## src/rtl/multicycle_control_unit.sv

```systemverilog
// Multicycle RV32I control FSM: sequences fetch/decode/execute/memory/write-back
// over a shared ALU and memory port, with a memory-ready timeout and a sticky trap.
module multicycle_control_unit #(
  parameter int OP_CODE_WIDTH = 7,
  parameter int FUNCT3_WIDTH  = 3,
  parameter int FUNCT7_WIDTH  = 7,
  parameter int MEM_TIMEOUT   = 16
) (
  input  logic                     i_clk,
  input  logic                     i_reset,
  input  logic [OP_CODE_WIDTH-1:0] i_op_code,
  input  logic [FUNCT3_WIDTH-1:0]  i_funct3,
  input  logic [FUNCT7_WIDTH-1:0]  i_funct7,
  input  logic                     i_alu_zero_flag,
  input  logic                     i_mem_ready,
  output logic                     o_pc_wr_en,
  output logic                     o_ir_wr_en,
  output logic                     o_adr_sel,
  output logic                     o_mem_rd_en,
  output logic                     o_mem_wr_en,
  output logic                     o_reg_file_wr_en,
  output logic [1:0]               o_imm_sel,
  output logic [1:0]               o_alu_src_a_sel,
  output logic [1:0]               o_alu_src_b_sel,
  output logic [3:0]               o_alu_ctrl,
  output logic [1:0]               o_wb_result_sel,
  output logic                     o_instr_retired,
  output logic                     o_illegal_instr,
  output logic                     o_mem_fault
);

  localparam int CW = (MEM_TIMEOUT > 0) ? $clog2(MEM_TIMEOUT + 1) : 1;
  localparam logic [CW-1:0] LIMIT = (MEM_TIMEOUT > 0) ? CW'(MEM_TIMEOUT - 1) : '0;

  localparam logic [OP_CODE_WIDTH-1:0] OP_LOAD   = OP_CODE_WIDTH'(7'b0000011);
  localparam logic [OP_CODE_WIDTH-1:0] OP_STORE  = OP_CODE_WIDTH'(7'b0100011);
  localparam logic [OP_CODE_WIDTH-1:0] OP_R      = OP_CODE_WIDTH'(7'b0110011);
  localparam logic [OP_CODE_WIDTH-1:0] OP_I      = OP_CODE_WIDTH'(7'b0010011);
  localparam logic [OP_CODE_WIDTH-1:0] OP_BRANCH = OP_CODE_WIDTH'(7'b1100011);
  localparam logic [OP_CODE_WIDTH-1:0] OP_JAL    = OP_CODE_WIDTH'(7'b1101111);
  localparam logic [OP_CODE_WIDTH-1:0] OP_JALR   = OP_CODE_WIDTH'(7'b1100111);
  localparam logic [FUNCT3_WIDTH-1:0]  F3_BEQ    = FUNCT3_WIDTH'(0);
  localparam logic [FUNCT3_WIDTH-1:0]  F3_BNE    = FUNCT3_WIDTH'(1);

  localparam logic [1:0] IMM_I = 2'b00, IMM_S = 2'b01, IMM_B = 2'b10, IMM_J = 2'b11;
  localparam logic [1:0] A_PC = 2'b00, A_OLD_PC = 2'b01, A_RS1 = 2'b10;
  localparam logic [1:0] B_RS2 = 2'b00, B_IMM = 2'b01, B_FOUR = 2'b10;
  localparam logic [1:0] WB_MDR = 2'b00, WB_ALUOUT = 2'b01, WB_ALU = 2'b10;
  localparam logic [3:0] ALU_ADD = 4'd0, ALU_SUB = 4'd1, ALU_AND = 4'd2, ALU_OR = 4'd3,
                         ALU_XOR = 4'd4, ALU_SLT = 4'd5, ALU_SLTU = 4'd6, ALU_SLL = 4'd7,
                         ALU_SRL = 4'd8, ALU_SRA = 4'd9;

  typedef enum logic [3:0] {
    S_FETCH, S_DECODE, S_MEM_ADR, S_MEM_READ, S_MEM_WB, S_MEM_WRITE,
    S_EXEC_R, S_EXEC_I, S_ALU_WB, S_BRANCH, S_JALR, S_JAL, S_TRAP
  } state_t;

  state_t          r_state;
  state_t          w_next;
  logic            r_illegal;
  logic            r_mem_fault;
  logic            w_set_illegal;
  logic            w_set_fault;
  logic [CW-1:0]   r_wait_cnt;
  logic            w_waiting;
  logic            w_timeout;
  logic            w_unused;

  assign w_unused  = ^{i_funct7[FUNCT7_WIDTH-1:6], i_funct7[4:0]};
  assign w_waiting = (r_state == S_FETCH) || (r_state == S_MEM_READ) || (r_state == S_MEM_WRITE);
  assign w_timeout = (MEM_TIMEOUT != 0) && !i_mem_ready && (r_wait_cnt == LIMIT);

  // funct7[5] selects SUB only for R-type; SRA/SRAI honour it for both forms.
  function automatic logic [3:0] f_alu_op(input logic [2:0] f3, input logic alt, input logic is_r);
    case (f3)
      3'b000:  return (is_r && alt) ? ALU_SUB : ALU_ADD;
      3'b001:  return ALU_SLL;
      3'b010:  return ALU_SLT;
      3'b011:  return ALU_SLTU;
      3'b100:  return ALU_XOR;
      3'b101:  return alt ? ALU_SRA : ALU_SRL;
      3'b110:  return ALU_OR;
      default: return ALU_AND;
    endcase
  endfunction

  always_ff @(posedge i_clk) begin
    if (i_reset) begin
      r_state     <= S_FETCH;
      r_illegal   <= 1'b0;
      r_mem_fault <= 1'b0;
      r_wait_cnt  <= '0;
    end else begin
      r_state <= w_next;
      if (w_set_illegal) r_illegal   <= 1'b1;
      if (w_set_fault)   r_mem_fault <= 1'b1;
      // Any state change restarts the wait count, covering entry to every wait state.
      if (w_next != r_state)
        r_wait_cnt <= '0;
      else if (w_waiting && !i_mem_ready && (MEM_TIMEOUT != 0))
        r_wait_cnt <= r_wait_cnt + 1'b1;
    end
  end

  assign o_illegal_instr = r_illegal & ~i_reset;
  assign o_mem_fault     = r_mem_fault & ~i_reset;

  always_comb begin
    w_next           = r_state;
    w_set_illegal    = 1'b0;
    w_set_fault      = 1'b0;
    o_pc_wr_en       = 1'b0;
    o_ir_wr_en       = 1'b0;
    o_adr_sel        = 1'b0;
    o_mem_rd_en      = 1'b0;
    o_mem_wr_en      = 1'b0;
    o_reg_file_wr_en = 1'b0;
    o_imm_sel        = IMM_I;
    o_alu_src_a_sel  = A_PC;
    o_alu_src_b_sel  = B_RS2;
    o_alu_ctrl       = ALU_ADD;
    o_wb_result_sel  = WB_MDR;
    o_instr_retired  = 1'b0;
    if (!i_reset) begin
      case (r_state)
        S_FETCH: begin
          o_mem_rd_en     = 1'b1;
          o_alu_src_b_sel = B_FOUR;
          o_wb_result_sel = WB_ALU;
          if (i_mem_ready) begin
            o_ir_wr_en = 1'b1;
            o_pc_wr_en = 1'b1;
            w_next     = S_DECODE;
          end else if (w_timeout) begin
            w_next      = S_TRAP;
            w_set_fault = 1'b1;
          end
        end
        S_DECODE: begin
          o_alu_src_a_sel = A_OLD_PC;
          o_alu_src_b_sel = B_IMM;
          o_imm_sel       = (i_op_code == OP_JAL) ? IMM_J : IMM_B;
          if (i_op_code == OP_LOAD || i_op_code == OP_STORE)
            w_next = S_MEM_ADR;
          else if (i_op_code == OP_R)
            w_next = S_EXEC_R;
          else if (i_op_code == OP_I)
            w_next = S_EXEC_I;
          else if (i_op_code == OP_BRANCH && (i_funct3 == F3_BEQ || i_funct3 == F3_BNE))
            w_next = S_BRANCH;
          else if (i_op_code == OP_JAL)
            w_next = S_JAL;
          else if (i_op_code == OP_JALR && i_funct3 == F3_BEQ)
            w_next = S_JALR;
          else begin
            w_next        = S_TRAP;
            w_set_illegal = 1'b1;
          end
        end
        S_MEM_ADR: begin
          o_alu_src_a_sel = A_RS1;
          o_alu_src_b_sel = B_IMM;
          o_imm_sel       = (i_op_code == OP_STORE) ? IMM_S : IMM_I;
          w_next          = (i_op_code == OP_STORE) ? S_MEM_WRITE : S_MEM_READ;
        end
        S_MEM_READ: begin
          o_adr_sel   = 1'b1;
          o_mem_rd_en = 1'b1;
          if (i_mem_ready)
            w_next = S_MEM_WB;
          else if (w_timeout) begin
            w_next      = S_TRAP;
            w_set_fault = 1'b1;
          end
        end
        S_MEM_WB: begin
          o_reg_file_wr_en = 1'b1;
          o_wb_result_sel  = WB_MDR;
          o_instr_retired  = 1'b1;
          w_next           = S_FETCH;
        end
        S_MEM_WRITE: begin
          o_adr_sel   = 1'b1;
          o_mem_wr_en = 1'b1;
          if (i_mem_ready) begin
            o_instr_retired = 1'b1;
            w_next          = S_FETCH;
          end else if (w_timeout) begin
            w_next      = S_TRAP;
            w_set_fault = 1'b1;
          end
        end
        S_EXEC_R: begin
          o_alu_src_a_sel = A_RS1;
          o_alu_src_b_sel = B_RS2;
          o_alu_ctrl      = f_alu_op(i_funct3[2:0], i_funct7[5], 1'b1);
          w_next          = S_ALU_WB;
        end
        S_EXEC_I: begin
          o_alu_src_a_sel = A_RS1;
          o_alu_src_b_sel = B_IMM;
          o_imm_sel       = IMM_I;
          o_alu_ctrl      = f_alu_op(i_funct3[2:0], i_funct7[5], 1'b0);
          w_next          = S_ALU_WB;
        end
        S_ALU_WB: begin
          o_reg_file_wr_en = 1'b1;
          o_wb_result_sel  = WB_ALUOUT;
          o_instr_retired  = 1'b1;
          w_next           = S_FETCH;
        end
        S_BRANCH: begin
          o_alu_src_a_sel = A_RS1;
          o_alu_src_b_sel = B_RS2;
          o_alu_ctrl      = ALU_SUB;
          o_wb_result_sel = WB_ALUOUT;
          o_pc_wr_en      = (i_funct3 == F3_BEQ) ? i_alu_zero_flag : ~i_alu_zero_flag;
          o_instr_retired = 1'b1;
          w_next          = S_FETCH;
        end
        S_JALR: begin
          o_alu_src_a_sel = A_RS1;
          o_alu_src_b_sel = B_IMM;
          o_imm_sel       = IMM_I;
          w_next          = S_JAL;
        end
        S_JAL: begin
          o_alu_src_a_sel = A_OLD_PC;
          o_alu_src_b_sel = B_FOUR;
          o_wb_result_sel = WB_ALUOUT;
          o_pc_wr_en      = 1'b1;
          w_next          = S_ALU_WB;
        end
        default: w_next = S_TRAP;
      endcase
    end
  end

endmodule
```

## config.mk

```make
export PLATFORM = sky130hd
export DESIGN_NAME = multicycle_control_unit
export DESIGN_NICKNAME = d
export VERILOG_FILES = /design/src/rtl/multicycle_control_unit.sv
export SDC_FILE = /design/constraint.sdc
export NUM_CORES = 1
export LEC_CHECK = 0
export ABC_AREA = 1
export BUFFER_PORTS_ARGS = -buffer_cell sky130_fd_sc_hd__buf_4
export CORE_UTILIZATION = 53
export DETAILED_ROUTE_END_ITERATION = 16
export PLACE_DENSITY_LB_ADDON = 0.05
export SETUP_SLACK_MARGIN = 0.5
export SYNTH_ARGS = -nofsm -noshare
export SYNTH_HDL_FRONTEND = slang
export SYNTH_SLANG_ARGS = --single-unit
```

## constraint.sdc

```tcl
create_clock -name i_clk -period 2.6 [get_ports i_clk]
set_input_delay 0.39 -clock i_clk [delete_from_list [all_inputs] [get_ports i_clk]]
set_output_delay 0.39 -clock i_clk [all_outputs]
set_load 0.05 [all_outputs]
```

# Word-level counts from Yosys, hierarchy flattened
# Cells that the tools add are included.
# word_totals
register_bits	11
in_bits	21
output_inout_bits	21
elab_cells	115
# classes
n_addsub	1
eq_ne	26
n_mux	57
n_bitwise	4
n_reduce_logical	23
# op_table
op	n
$pmux W4 S7	2
$mux W4	9
$pmux W4 S8	1
$mux W1	30
$eq A7 B7 Y1 const B	3
$eq A4 B3 Y1 const B	4
$eq A4 B4 Y1 const B	4
$pmux W2 S2	4
$eq A7 B6 Y1 const B	2
$mux W3	4
$pmux W4 S3	1
$reduce_or A2 Y1	6
$reduce_or A3 Y1	4
$eq A3 B3 Y1 const B	3
$eq A4 B2 Y1 const B	2
$mux W2	4
$eq A7 B2 Y1 const B	1
$eq A7 B5 Y1 const B	1
$eq A3 B2 Y1 const B	2
$add A5 B1 Y5 const B	1
$eq A5 B4 Y1 const B	1
$reduce_or A5 Y1	1
$eq A4 B1 Y1 const B	1
$logic_and A1 B1 Y1	4
11 further kinds	16

# Logic depth before layout (Yosys ltp)
# Gate-level depths: netlist of the first run.
# logic_depth
depth_word	12
ltp_mapped	13
mapped_depth_nobuf	13

# Least setup slack after synthesis of the first run
# No wires, ideal clock.
# synth_path
kind	register to output
startpoint	register r_state[1]
endpoint	output port o_alu_ctrl[0]
t_arrival_ns	2.159
t_required_ns	2.210
path_slack_ns	0.051
stages_incl_launch_ff	7
n_path_buf	0
cell_sequence	dfxtp_1 > inv_1 > nor2_1 > nand2_1 > o21ai_0 > a22oi_1 > o32ai_1
# synth_via
elab_chain_cells	3
word_cells_on_any_way	5
classes_between	eq/ne: 3; mux: 2
# synth_lines
item	line	source
from (decl)	58	state_t r_state;
from (signal assigned)	94	r_state <= w_next;
$eq A4 B4 Y1 or $eq A4 B3 Y1 (tied branches)	125	case (r_state)
$pmux W4 S3 (*)	125	
$mux W4 (*)	124	if (!i_reset) begin
to (decl)	25	output logic [3:0] o_alu_ctrl,
# Mark *: on every way between the ends. The rest lies on a longest branch, timed or not.

==> results by group, run 1 <==
Outcome
  – Outcome: finished, final reports clean

Detailed routing
  – DRC Markers: 0
  – Starting DRT DRC Count: 56
  – Via count: 1,504
  – Via density: 5.43
  – Total Wirelength: 3.50 mm
  – Drt pass-1 iters: 5
  – WL/cell: 12.6 um
  – Post-route ant nets: 0

Floorplan
  – Die width: 48.3 um
  – Initial Util: 0.574
  – Die Ht: 48.3 um
  – Core Box Area: 1980 um2
  – Io pins: 42
  – Die ar.: 2340 um2
  – Rows: 16

Power and ir drop
  – Clock power frac: 0.208
  – Cell Int Power: 0.317 mW
  – Switching share of power: 0.430
  – Switching power: 0.239 mW
  – Leakage dissipation: 0.852 nW
  – Max IR drop VDD: 0.000399 V
  – Comb pwr share: 0.456
  – PwrDens: 339 nW/um2
  – Sequential share of power: 0.336

Clock tree
  – CTS sink count: 11
  – Root buffer cell: clkbuf_4
  – H-tree levels: 1
  – Clk_lat worst skew: 0.27 ns
  – CTS Buf Count: 3
  – Clock tree buffer depth: 2
  – Clk pin slew, worst setup/hold paths: 0.07 ns
  – CTS tree: built

Placed design
  – GPL Wtd Cong: 0.915
  – Placed Area: 1440 um2
  – Port buffer count: 35
  – DP Wirelength: 2.38 mm

Final layout
  – Commonest cells after routing, fill and taps aside: 44 x buf_4, 39 x nand2_1, 36 x nor2_1
  – Diodes inserted: 0
  – Commonest non-fill, non-tap cell in the layout: buf_4
  – Share of post-route cells with drive strength above 1: 0.364
  – Final Util: 0.828
  – Final instance area: 1640 um2
  – Area delta synth->final: 44.2%
  – Nets: 274

STA
  – Max Clk Rate: 0.469 GHz
  – Final slew viol count: 0
  – Worst slew margin: 0.765
  – Final Setup Violations: 0
  – Worst hold margin: 0.446 ns
  – Actual slew at the worst max-slew pin: 0.352 ns
  – Final hold violation count: 0
  – TNS Setup: 0 ns
  – Tmin final: 2.13 ns
  – RSZ-0062 raised after global routing: true
  – Tcrit/Tclk final: 0.819
  – Skew final: 0.00677 ns

GRT
  – Pin count of the biggest net entering global routing: 21
  – Gr usage total: 0.293
  – Vias in the first global route: 1,350
  – Initial antenna violation count: 0
  – GR Overflow Total: 0
  – Global-route wire length before repair: 5.52 mm

Worst setup path
  – Family with the most delay on the worst path: simple AND/OR/NAND/NOR gates
  – Max incr delay on CP: 0.36 ns
  – Slowest library cell on the worst path: dfxtp_4
  – Crit-path max FO: 3
  – Crit path DAT: 1.74 ns
  – Data required, critical path: 2.21 ns
  – CP endpoint kind: output port
  – Crit path cell chain: ha_4 -> and3_4 -> ha_4 -> inv_2 -> nor2_2 -> nand2_2 -> nand3_2 -> o221ai_2 -> buf_6
  – Setup CP Type: reg2out
  – Top cell by count, worst path: ha_4
  – CP Buf/Inv Count: 2
  – CP startpoint kind: flop

Yosys
  – Distinct cells, synth: 32
  – #FFs+latches synth: 11
  – Synth area leader: dfxtp_1
  – Post-synthesis instance area: 1140 um2
  – Mean Syn Cell Area: 5.60 um2
  – Yosys warns: 0
  – Top cells by area, synth: dfxtp_1 19%, nand2_1 14%, nor2_1 13%
  – Async set or reset register ratio after synthesis: 0
  – Sequential fraction of the synthesis area: 0.194
  – Synthesized instance count: 203
  – Top_reg_cell synth: dfxtp_1
  – Syn nets: 226
  – Top cell type's share of synthesized area: 0.194
  – Post-synth EDFFs: 0

Hold path
  – Worst min-delay path category: in2reg

Run
  – Max-cap viol count: 0
[cell type report]
class / instances / area (um2)
flip-flops and latches: 11 / 238
multi-input cells: 151 / 838
clock inverters: 1 / 5.00
clock buffers: 3 / 22.5
well taps: 27 / 33.8
repair buffers: 46 / 353
fillers: 135 / 342
inverters: 38 / 150
[cells in the mapped netlist, drive strengths merged (2+ instances only)]
cell   instances
o21ai          5
nand4          7
buf            2
xnor2          2
a21oi         13
nor2          45
a31oi          2
ha             2
dfxtp         11
nor3           3
inv           38
nand2         48
nand3         14
[worst paths after layout]
check                                   from                         end  slack [ns]  cells past startpoint
setup / recovery  r_wait_cnt[1]$_SDFFE_PP0P_             o_instr_retired        0.47                      9
hold / removal                       i_reset    r_mem_fault$_SDFFE_PP0P_        0.45                      2
setup reg to reg  r_wait_cnt[1]$_SDFFE_PP0P_  r_wait_cnt[0]$_SDFFE_PP0P_        0.56                     14
hold reg to reg     r_mem_fault$_SDFFE_PP0P_    r_mem_fault$_SDFFE_PP0P_        0.46                      2
[layer usage]
metal | GRT usage | part of all wire
met1 | 0.364 | 0.39
met2 | 0.507 | 0.51
met3 | 0.0566 | 0.080
met4 | 0.0980 | 0.022
met5 | 0 | 0
[cells by family (layout without fill, tap and decap cells)]
logic type,count (synthesis),after routing,share of synthesized area
simple gates,120,120,0.488
buf+inv,41,88,0.136
compound gates,26,26,0.136
flops,11,11,0.194
xor+xnor,3,3,0.0231
fa+ha+maj,2,2,0.0220
[metrics by stage]
stage	worst slack [ns]	total power, mW	std cells
floorplan	0.207	0.348	203
global placement	0.552	0.408	262
detailed placement	0.566	0.413	262
CTS	0.507	0.537	270
global route	0.390	0.590	277
finish	0.470	0.556	277
[power by group through the flow]
stage	registers (mW)	logic [mW]	clock network, mW
after floorplan	0.187	0.161	0
after global routing	0.187	0.274	0.128
final	0.187	0.253	0.115
after CTS	0.187	0.233	0.118
after detailed placement	0.189	0.224	0
after global placement	0.189	0.220	0
[sequential cells by signal (all words and copies together), names as in the netlist]
signal	cells
r_illegal	1
r_mem_fault	1
r_state	4
r_wait_cnt	5
[what timing repair did]
item / in CTS / in global routing
pin swaps: 4 / 8
hold buffers: 0 / 0
buffers inserted: 4 / 7
gates resized for setup: 15 / 16
endpoints found under the setup margin: 3 / 11
Note: power is estimated with default switching activity, not from simulation.
==> run 2: changes to the inputs <==
- CORE_UTILIZATION: 53 -> 44
- clock period: 2.6 -> 1.7 ns (I/O delays scaled with it)
==> run 2 against run 1 <==
  * The run now fails in 5_1_grt
  * Synthesized cell count is the same
  * Area after synthesis is the same
==> results by group, run 2 <==
Yosys
  – Mean Syn Cell Area: 5.60 um2
  – Post-synthesis instance area: 1140 um2
  – Commonest cells in the synthesized netlist: 41 x nand2_1, 39 x nor2_1, 34 x inv_1
  – Synthesized instance count: 203
  – #FFs+latches synth: 11
  – Synth area leader: dfxtp_1
  – Post-synth EDFFs: 0
  – Sequential fraction of the synthesis area: 0.194
  – Syn nets: 226
  – Top cell type's share of synthesized area: 0.194
  – Async set or reset register ratio after synthesis: 0
  – Top_reg_cell synth: dfxtp_1
  – Distinct cells, synth: 32
  – Top cells by area, synth: dfxtp_1 19%, nand2_1 14%, nor2_1 13%
  – Most frequent cell after synthesis: nand2_1
  – Yosys warns: 0

Floorplan
  – Io pins: 42
  – Initial Util: 0.463
  – Rows: 18
  – Die width: 52.8 um
  – Die Ht: 52.8 um

Clock tree
  – H-tree levels: 1
  – Clock tree buffer depth: 2
  – Root buffer cell: clkbuf_4
  – Cts hold-fix bufs: 0
  – CTS Buf Count: 3
  – CTS sink count: 11

Placed design
  – DP Wirelength: 3.03 mm
  – Port buffer count: 35
  – GPL Wtd Cong: 0.886

GRT
  – Pin count of the biggest net entering global routing: 20

Outcome
  – Stop stage: 5_1_grt
  – Outcome: aborted with a tool error
  – Tool error: [ERROR DPL-0038] Utilization greater than 100%, impossible to legalize

STA
  – GRT worst endpoint: o_instr_retired
  – Worst endpoint type: top-level output
-- run 2: cell counts after synthesis --
Identical to the previous run, type by type.
-- run 2: cell families after synthesis --
| kind of cell | synth area share |
|---|---|
| adders and majority gates | 0.0220 |
| buffers and inverters | 0.136 |
| and+or+nand+nor | 0.488 |
| AOI/OAI and AO/OA | 0.136 |
| DFF | 0.194 |
| xor gates and xnor gates | 0.0231 |
-- run 2: per-stage QoR --
stage	instance area [um2]	setup WS (ns)	cells	hold slack, ns	setup TNS [ns]
2_1_floorplan	1540	0.00408	203	0.423	0
4_1_cts	2350	-0.284	308	0.330	-2.32
3_3_place_gp	2000	-0.0786	286	0.500	-0.409
3_5_place_dp	2000	-0.129	286	0.510	-0.682
-- run 2: repair_timing --
item,4_1_cts
pin swaps,28
endpoints found under the setup margin,31
gates cloned,0
setup buffers,18
gates resized for setup,52
==> run 3: changes to the inputs <==
- CORE_AREA: unset -> 2 2 63 65
- CORE_UTILIZATION: 44 -> unset
- DIE_AREA: unset -> 0 0 65 67
- PLACE_DENSITY_LB_ADDON: 0.05 -> 0.15
- SETUP_SLACK_MARGIN: 0.5 -> unset
- clock period: 1.7 -> 2.2 ns (I/O delays scaled with it)
==> run 3 against run 2 <==
  * The run now ends clean
==> results by group, run 3 (synthesis gave the netlist of run 1 again) <==
Outcome
  – Outcome: finished, final reports clean

STA
  – Final Setup Violations: 0
  – Final hold violation count: 0
  – Worst slew margin: 0.786
  – Final setup margin: 0.0795 ns
  – Actual slew at the worst max-slew pin: 0.320 ns
  – Skew final: 0.00106 ns
  – Tcrit/Tclk final: 0.964
  – Tmin final: 2.12 ns
  – Worst hold margin: 0.459 ns
  – Final slew viol count: 0
  – Max Clk Rate: 0.472 GHz
  – RSZ-0062 raised after global routing: true
  – TNS Setup: 0 ns

Run
  – Max-cap viol count: 0

Clock tree
  – Clk_lat worst skew: 0.24 ns
  – Root buffer cell: clkbuf_8
  – CTS sink count: 11
  – H-tree levels: 1
  – Clk pin slew, worst setup/hold paths: 0.05 ns
  – Clock tree buffer depth: 2
  – CTS tree: built
  – CTS Buf Count: 3

GRT
  – Gr usage total: 0.154
  – Initial antenna violation count: 0
  – GR Overflow Total: 0
  – Global-route wire length before repair: 5.20 mm
  – Vias in the first global route: 1,213
  – Pin count of the biggest net entering global routing: 20

Final layout
  – Final Util: 0.430
  – Top reg by flops: r_wait_cnt
  – Commonest non-fill, non-tap cell in the layout: nand2_1
  – Register area: 221 um2
  – Nets: 266
  – Commonest cells after routing, fill and taps aside: 41 x nand2_1, 38 x nor2_1, 37 x buf_4
  – Fill cell count: 411
  – Area of the multi-input gates: 793 um2
  – Area delta synth->final: 36.4%
  – Diodes inserted: 0
  – Largest regs: r_wait_cnt: 5 flops, r_state: 4 flops
  – Max FFs per register: 5
  – Share of post-route cells with drive strength above 1: 0.281

Detailed routing
  – Total Wirelength: 3.13 mm
  – WL/cell: 10.8 um
  – Via density: 4.62
  – Starting DRT DRC Count: 75
  – Post-route ant nets: 0
  – Via count: 1,340
  – Drt pass-1 iters: 4
  – DRC Markers: 0

Floorplan
  – Initial Util: 0.315
  – Io pins: 42
  – Core Box Area: 3610 um2
  – Die width: 65 um
  – Rows: 22
  – Die ar.: 4360 um2
  – Die Ht: 67 um

Placed design
  – Pre-CTS setup slack: 0.210 ns
  – GPL Wtd Cong: 0.829
  – Port buffer count: 35
  – DP Wirelength: 2.58 mm

Worst setup path
  – Crit path DAT: 1.79 ns
  – Crit-path max FO: 3
  – Slowest library cell on the worst path: dfxtp_2
  – Max incr delay on CP: 0.33 ns
  – Data required, critical path: 1.87 ns
  – Crit path cell chain: ha_1 -> and3_1 -> ha_2 -> inv_1 -> nor2_1 -> nand2_2 -> nand3_4 -> o221ai_2 -> buf_6
  – CP endpoint kind: output port
  – CP startpoint kind: flop
  – Setup CP Type: reg2out

Hold path
  – Worst min-delay path category: reg2reg

Power and ir drop
  – Switching share of power: 0.392
  – Power, Total: 0.701 mW
  – PwrDens: 452 nW/um2
  – Sequential share of power: 0.314
  – Cell Int Power: 0.426 mW
  – Clock power frac: 0.296
  – Comb pwr share: 0.390
  – Max IR drop VDD: 0.000237 V
  – Switching power: 0.275 mW
  – Leakage dissipation: 0.809 nW
[run 3: stage by stage]
stage / instances / instance area, um2
floorplan: 203 / 1150
global placement: 285 / 1480
detailed placement: 285 / 1480
CTS: 289 / 1530
global route: 290 / 1550
finish: 290 / 1550
[run 3: what timing repair did]
action	CTS	global route
setup endpoints to repair	1	2
pin swaps	0	2
hold buffers	0	0
resized for setup	2	4
setup buffers	0	1
[run 3: power groups by stage]
| stage | Sequential [mW] | Combinational (mW) | Clock, mW |
|---|---|---|---|
| after floorplan | 0.221 | 0.190 | 0 |
| after global placement | 0.223 | 0.270 | 0 |
| after detailed placement | 0.223 | 0.271 | 0 |
| after CTS | 0.219 | 0.275 | 0.214 |
| after global routing | 0.221 | 0.301 | 0.228 |
| final | 0.220 | 0.274 | 0.207 |
[run 3: per-layer routing]
metal	global-route usage	wire (um)
met2	0.282	1490
met4	0.0532	48
met1	0.179	1380
met5	0	0
met3	0.0270	205
[run 3: final timing paths]
kind | from | slack (ns) | to | cells after the start
min | r_mem_fault$_SDFFE_PP0P_ | 0.46 | r_mem_fault$_SDFFE_PP0P_ | 2
max reg2reg | r_wait_cnt[0]$_SDFFE_PP0P_ | 0.23 | r_wait_cnt[0]$_SDFFE_PP0P_ | 13
min reg2reg | r_mem_fault$_SDFFE_PP0P_ | 0.46 | r_mem_fault$_SDFFE_PP0P_ | 2
max | r_wait_cnt[0]$_SDFFE_PP0P_ | 0.08 | o_instr_retired | 9
[run 3: final cells by class]
| cell class | instances | area share |
|---|---|---|
| sequential | 11 | 0.143 |
| tap | 48 | 0.0387 |
| multi-input combinational | 151 | 0.511 |
| timing repair buffer | 38 | 0.186 |
| inverter | 38 | 0.0919 |
| clock buffer | 4 | 0.0290 |
[run 3: worst max-delay path, delay by kind of cell, from the launching register on]
kind                     cells  cell delay (ns)
AO/OA/AOI/OAI                1             0.19
flip-flops                   1             0.33
buffers and inverters        2             0.23
AND/OR/NAND/NOR              4             0.42
adder cells (fa/ha/maj)      2             0.38
==> run 4: changes to the inputs <==
- ABC_AREA: 1 -> unset
- SKIP_LAST_GASP: unset -> 1
==> run 4 against run 3 <==
  * Register-to-register slack got worse by 0.19 ns
  * Via count rose by 1.0%
  * Sequential share of layout area down 1.6 points
  * Clock-buffer cell count did not move
  * Clock power shrank 3%
  * Global-route usage grew 1.2 points
  * Synthesized cell count fell by 23%
  * Largest power group unchanged
==> results by group, run 4 <==
Detailed routing
  – WL/cell: 14.2 um
  – Top sig layer: met4
  – Detail Route met2 WL: 1.80 mm
  – Starting DRT DRC Count: 71
  – Via count: 1,354
  – Post-route ant nets: 0
  – Drt pass-1 iters: 4
  – DRC Markers: 0
  – Total Wirelength: 3.57 mm
  – Routed wl met3: 167 um
  – Via density: 5.39
  – Wl on met1: 1.57 mm

Final layout
  – Diodes inserted: 0
  – Final cell count without fillers: 251
  – Final instance area: 1790 um2
  – Fill cell count: 367
  – Nets: 227
  – Largest regs: r_wait_cnt: 5 flops, r_state: 4 flops
  – Max FFs per register: 5
  – Area of the multi-input gates: 1040 um2
  – Top reg by flops: r_wait_cnt
  – Area delta synth->final: 57.8%
  – Register area: 226 um2
  – Share of post-route cells with drive strength above 1: 0.463
  – Commonest non-fill, non-tap cell in the layout: buf_4
  – Commonest cells after routing, fill and taps aside: 53 x buf_4, 13 x nor2_1, 10 x nand2_1

Yosys
  – Syn nets: 179
  – Post-synthesis mux area share: 0.0176
  – Commonest cells in the synthesized netlist: 13 x nor2_1, 11 x dfxtp_1, 10 x nand2_1
  – Top cell type's share of synthesized area: 0.194
  – Synth area leader: dfxtp_1
  – Simple-Gate Fraction of Synth Area: 0.403
  – Compound-cell area share of the yosys netlist: 0.241
  – Top_reg_cell synth: dfxtp_1
  – Post-Synth XOR/XNOR Area: 0.0617
  – Mean Syn Cell Area: 7.28 um2
  – Most frequent cell after synthesis: nor2_1
  – Largest family of logic cells by synthesized area: simple AND/OR/NAND/NOR gates
  – Sequential fraction of the synthesis area: 0.194
  – Post-synth EDFFs: 0
  – Synthesized instance count: 156
  – #FFs+latches synth: 11
  – Async set or reset register ratio after synthesis: 0
  – Post-synthesis instance area: 1140 um2
  – Distinct cells, synth: 48
  – Yosys warns: 0
  – Top cells by area, synth: dfxtp_1 19%, xnor2_1 5.4%, nor4_1 4.4%
  – Post-synthesis adder-cell area fraction: 0.0220

Outcome
  – Outcome: finished, final reports clean

Hold path
  – Worst min-delay path category: in2reg

Worst setup path
  – Crit path DAT: 2.30 ns
  – Max incr delay on CP: 0.43 ns
  – Setup CP Type: reg2reg
  – Data required, critical path: 2.34 ns
  – Crit path from: r_wait_cnt[0]$_SDFFE_PP0P_
  – Crit path cell chain: ha_4 -> and3_4 -> ha_4 -> o31ai_4 -> buf_4 -> a22oi_2 -> o21a_1 -> nor3_1 -> or3_4 -> nor4_4
  – R2R setup slack: 0.04 ns
  – Crit-path max FO: 5
  – Top cell by count, worst path: ha_4
  – CP endpoint kind: flop
  – Slowest library cell on the worst path: or3_4
  – RR Startpoint: r_wait_cnt[0]$_SDFFE_PP0P_
  – FF-to-FF End: r_wait_cnt[0]$_SDFFE_PP0P_
  – CP endpoint: r_wait_cnt[0]$_SDFFE_PP0P_
  – CP startpoint kind: flop
  – FF-to-FF path depth: 10

STA
  – Final Setup Violations: 0
  – RSZ-0062 raised after global routing: true
  – Worst slew margin: 0.657
  – Final slew viol count: 0
  – Actual slew at the worst max-slew pin: 0.507 ns
  – Skew final: 0.000561 ns
  – Tmin final: 2.16 ns
  – Final setup margin: 0.0390 ns
  – Final hold violation count: 0
  – Max Clk Rate: 0.463 GHz
  – Tcrit/Tclk final: 0.982

Clock tree
  – CTS sink count: 11
  – Clock tree buffer depth: 2
  – Clk_lat worst skew: 0.23 ns
  – CTS Buf Count: 3
  – Root buffer cell: clkbuf_8
  – H-tree levels: 1
  – CTS tree: built
  – Clk pin slew, worst setup/hold paths: 0.05 ns

Run
  – Max-cap viol count: 0

GRT
  – Pin count of the biggest net entering global routing: 19
  – Gr usage total: 0.166
  – GR Overflow Total: 0
  – Initial antenna violation count: 0
  – Vias in the first global route: 1,271
  – Global-route wire length before repair: 5.58 mm

Floorplan
  – Die ar.: 4360 um2
  – Die Ht: 67 um
  – Rows: 22
  – Core Box Area: 3610 um2
  – Io pins: 42
  – Die width: 65 um
  – Initial Util: 0.315

Placed design
  – Placed Area: 1600 um2
  – DP Wirelength: 2.65 mm
  – Pre-CTS setup slack: -0.158 ns
  – Port buffer count: 35
  – GPL Wtd Cong: 0.815
  – Placed cells: 245

Power and ir drop
  – Max IR drop VDD: 0.000255 V
  – PwrDens: 422 nW/um2
  – Leakage dissipation: 0.732 nW
  – Power, Total: 0.756 mW
[run 4: layout make-up]
cell class              instances  area share
repair buffers                 53       0.222
multi-input cells             129       0.581
flip-flops and latches         11       0.126
inverters                       6      0.0126
clock buffers                   4      0.0251
well taps                      48      0.0335
[run 4: kinds of logic after synthesis]
logic type | count (synthesis)
AND/OR/NAND/NOR | 79
adder cells (fa/ha/maj) | 2
multiplexers | 2
XOR/XNOR | 8
AO/OA/AOI/OAI | 38
flip-flops | 11
buffers and inverters | 16
[run 4: worst max-delay path, delay by kind of cell, from the launching register on]
family	cells	cell delay, ns
compound gates	3	0.34
fa+ha+maj	2	0.28
buf+inv	1	0.15
flops	1	0.35
simple gates	4	0.94
[run 4: through the flow]
stage / hold WS (ns) / setup TNS, ns / utilization
floorplan: 0.432 / -1.42 / -
global placement: 0.445 / -0.221 / 0.442
detailed placement: 0.451 / -0.574 / 0.442
CTS: 0.454 / 0 / 0.477
global route: 0.452 / -0.108 / 0.497
finish: 0.452 / 0 / 0.497
[run 4: worst min path at each step]
stage | start | depth (start not counted) | to
detailed placement | r_mem_fault$_SDFFE_PP0P_ | 2 | r_mem_fault$_SDFFE_PP0P_
finish | i_reset | 2 | r_state[2]$_SDFF_PP0_
CTS | i_reset | 2 | r_state[2]$_SDFF_PP0_
global placement | r_mem_fault$_SDFFE_PP0P_ | 2 | r_mem_fault$_SDFFE_PP0P_
floorplan | r_mem_fault$_SDFFE_PP0P_ | 2 | r_mem_fault$_SDFFE_PP0P_
global route | i_reset | 2 | r_state[2]$_SDFF_PP0_
[run 4: what timing repair did]
| action | 4_1_cts | 5_1_grt |
|---|---|---|
| buffers inserted | 1 | 1 |
| hold buffers | 0 | 0 |
| gates resized for setup | 14 | 11 |
| endpoints found under the setup margin | 7 | 10 |
| pin swaps | 10 | 6 |
[run 4: routing by layer]
layer	vias to the layer above	global-route usage
li1	664	-
met5	-	0
met2	39	0.299
met1	647	0.198
met4	0	0.0399
met3	4	0.0372
[run 4: report_power, final]
part           total, mW  internal, mW  switching, mW
registers          0.228         0.210         0.0180
logic              0.327         0.134          0.193
clock network      0.201         0.127         0.0739
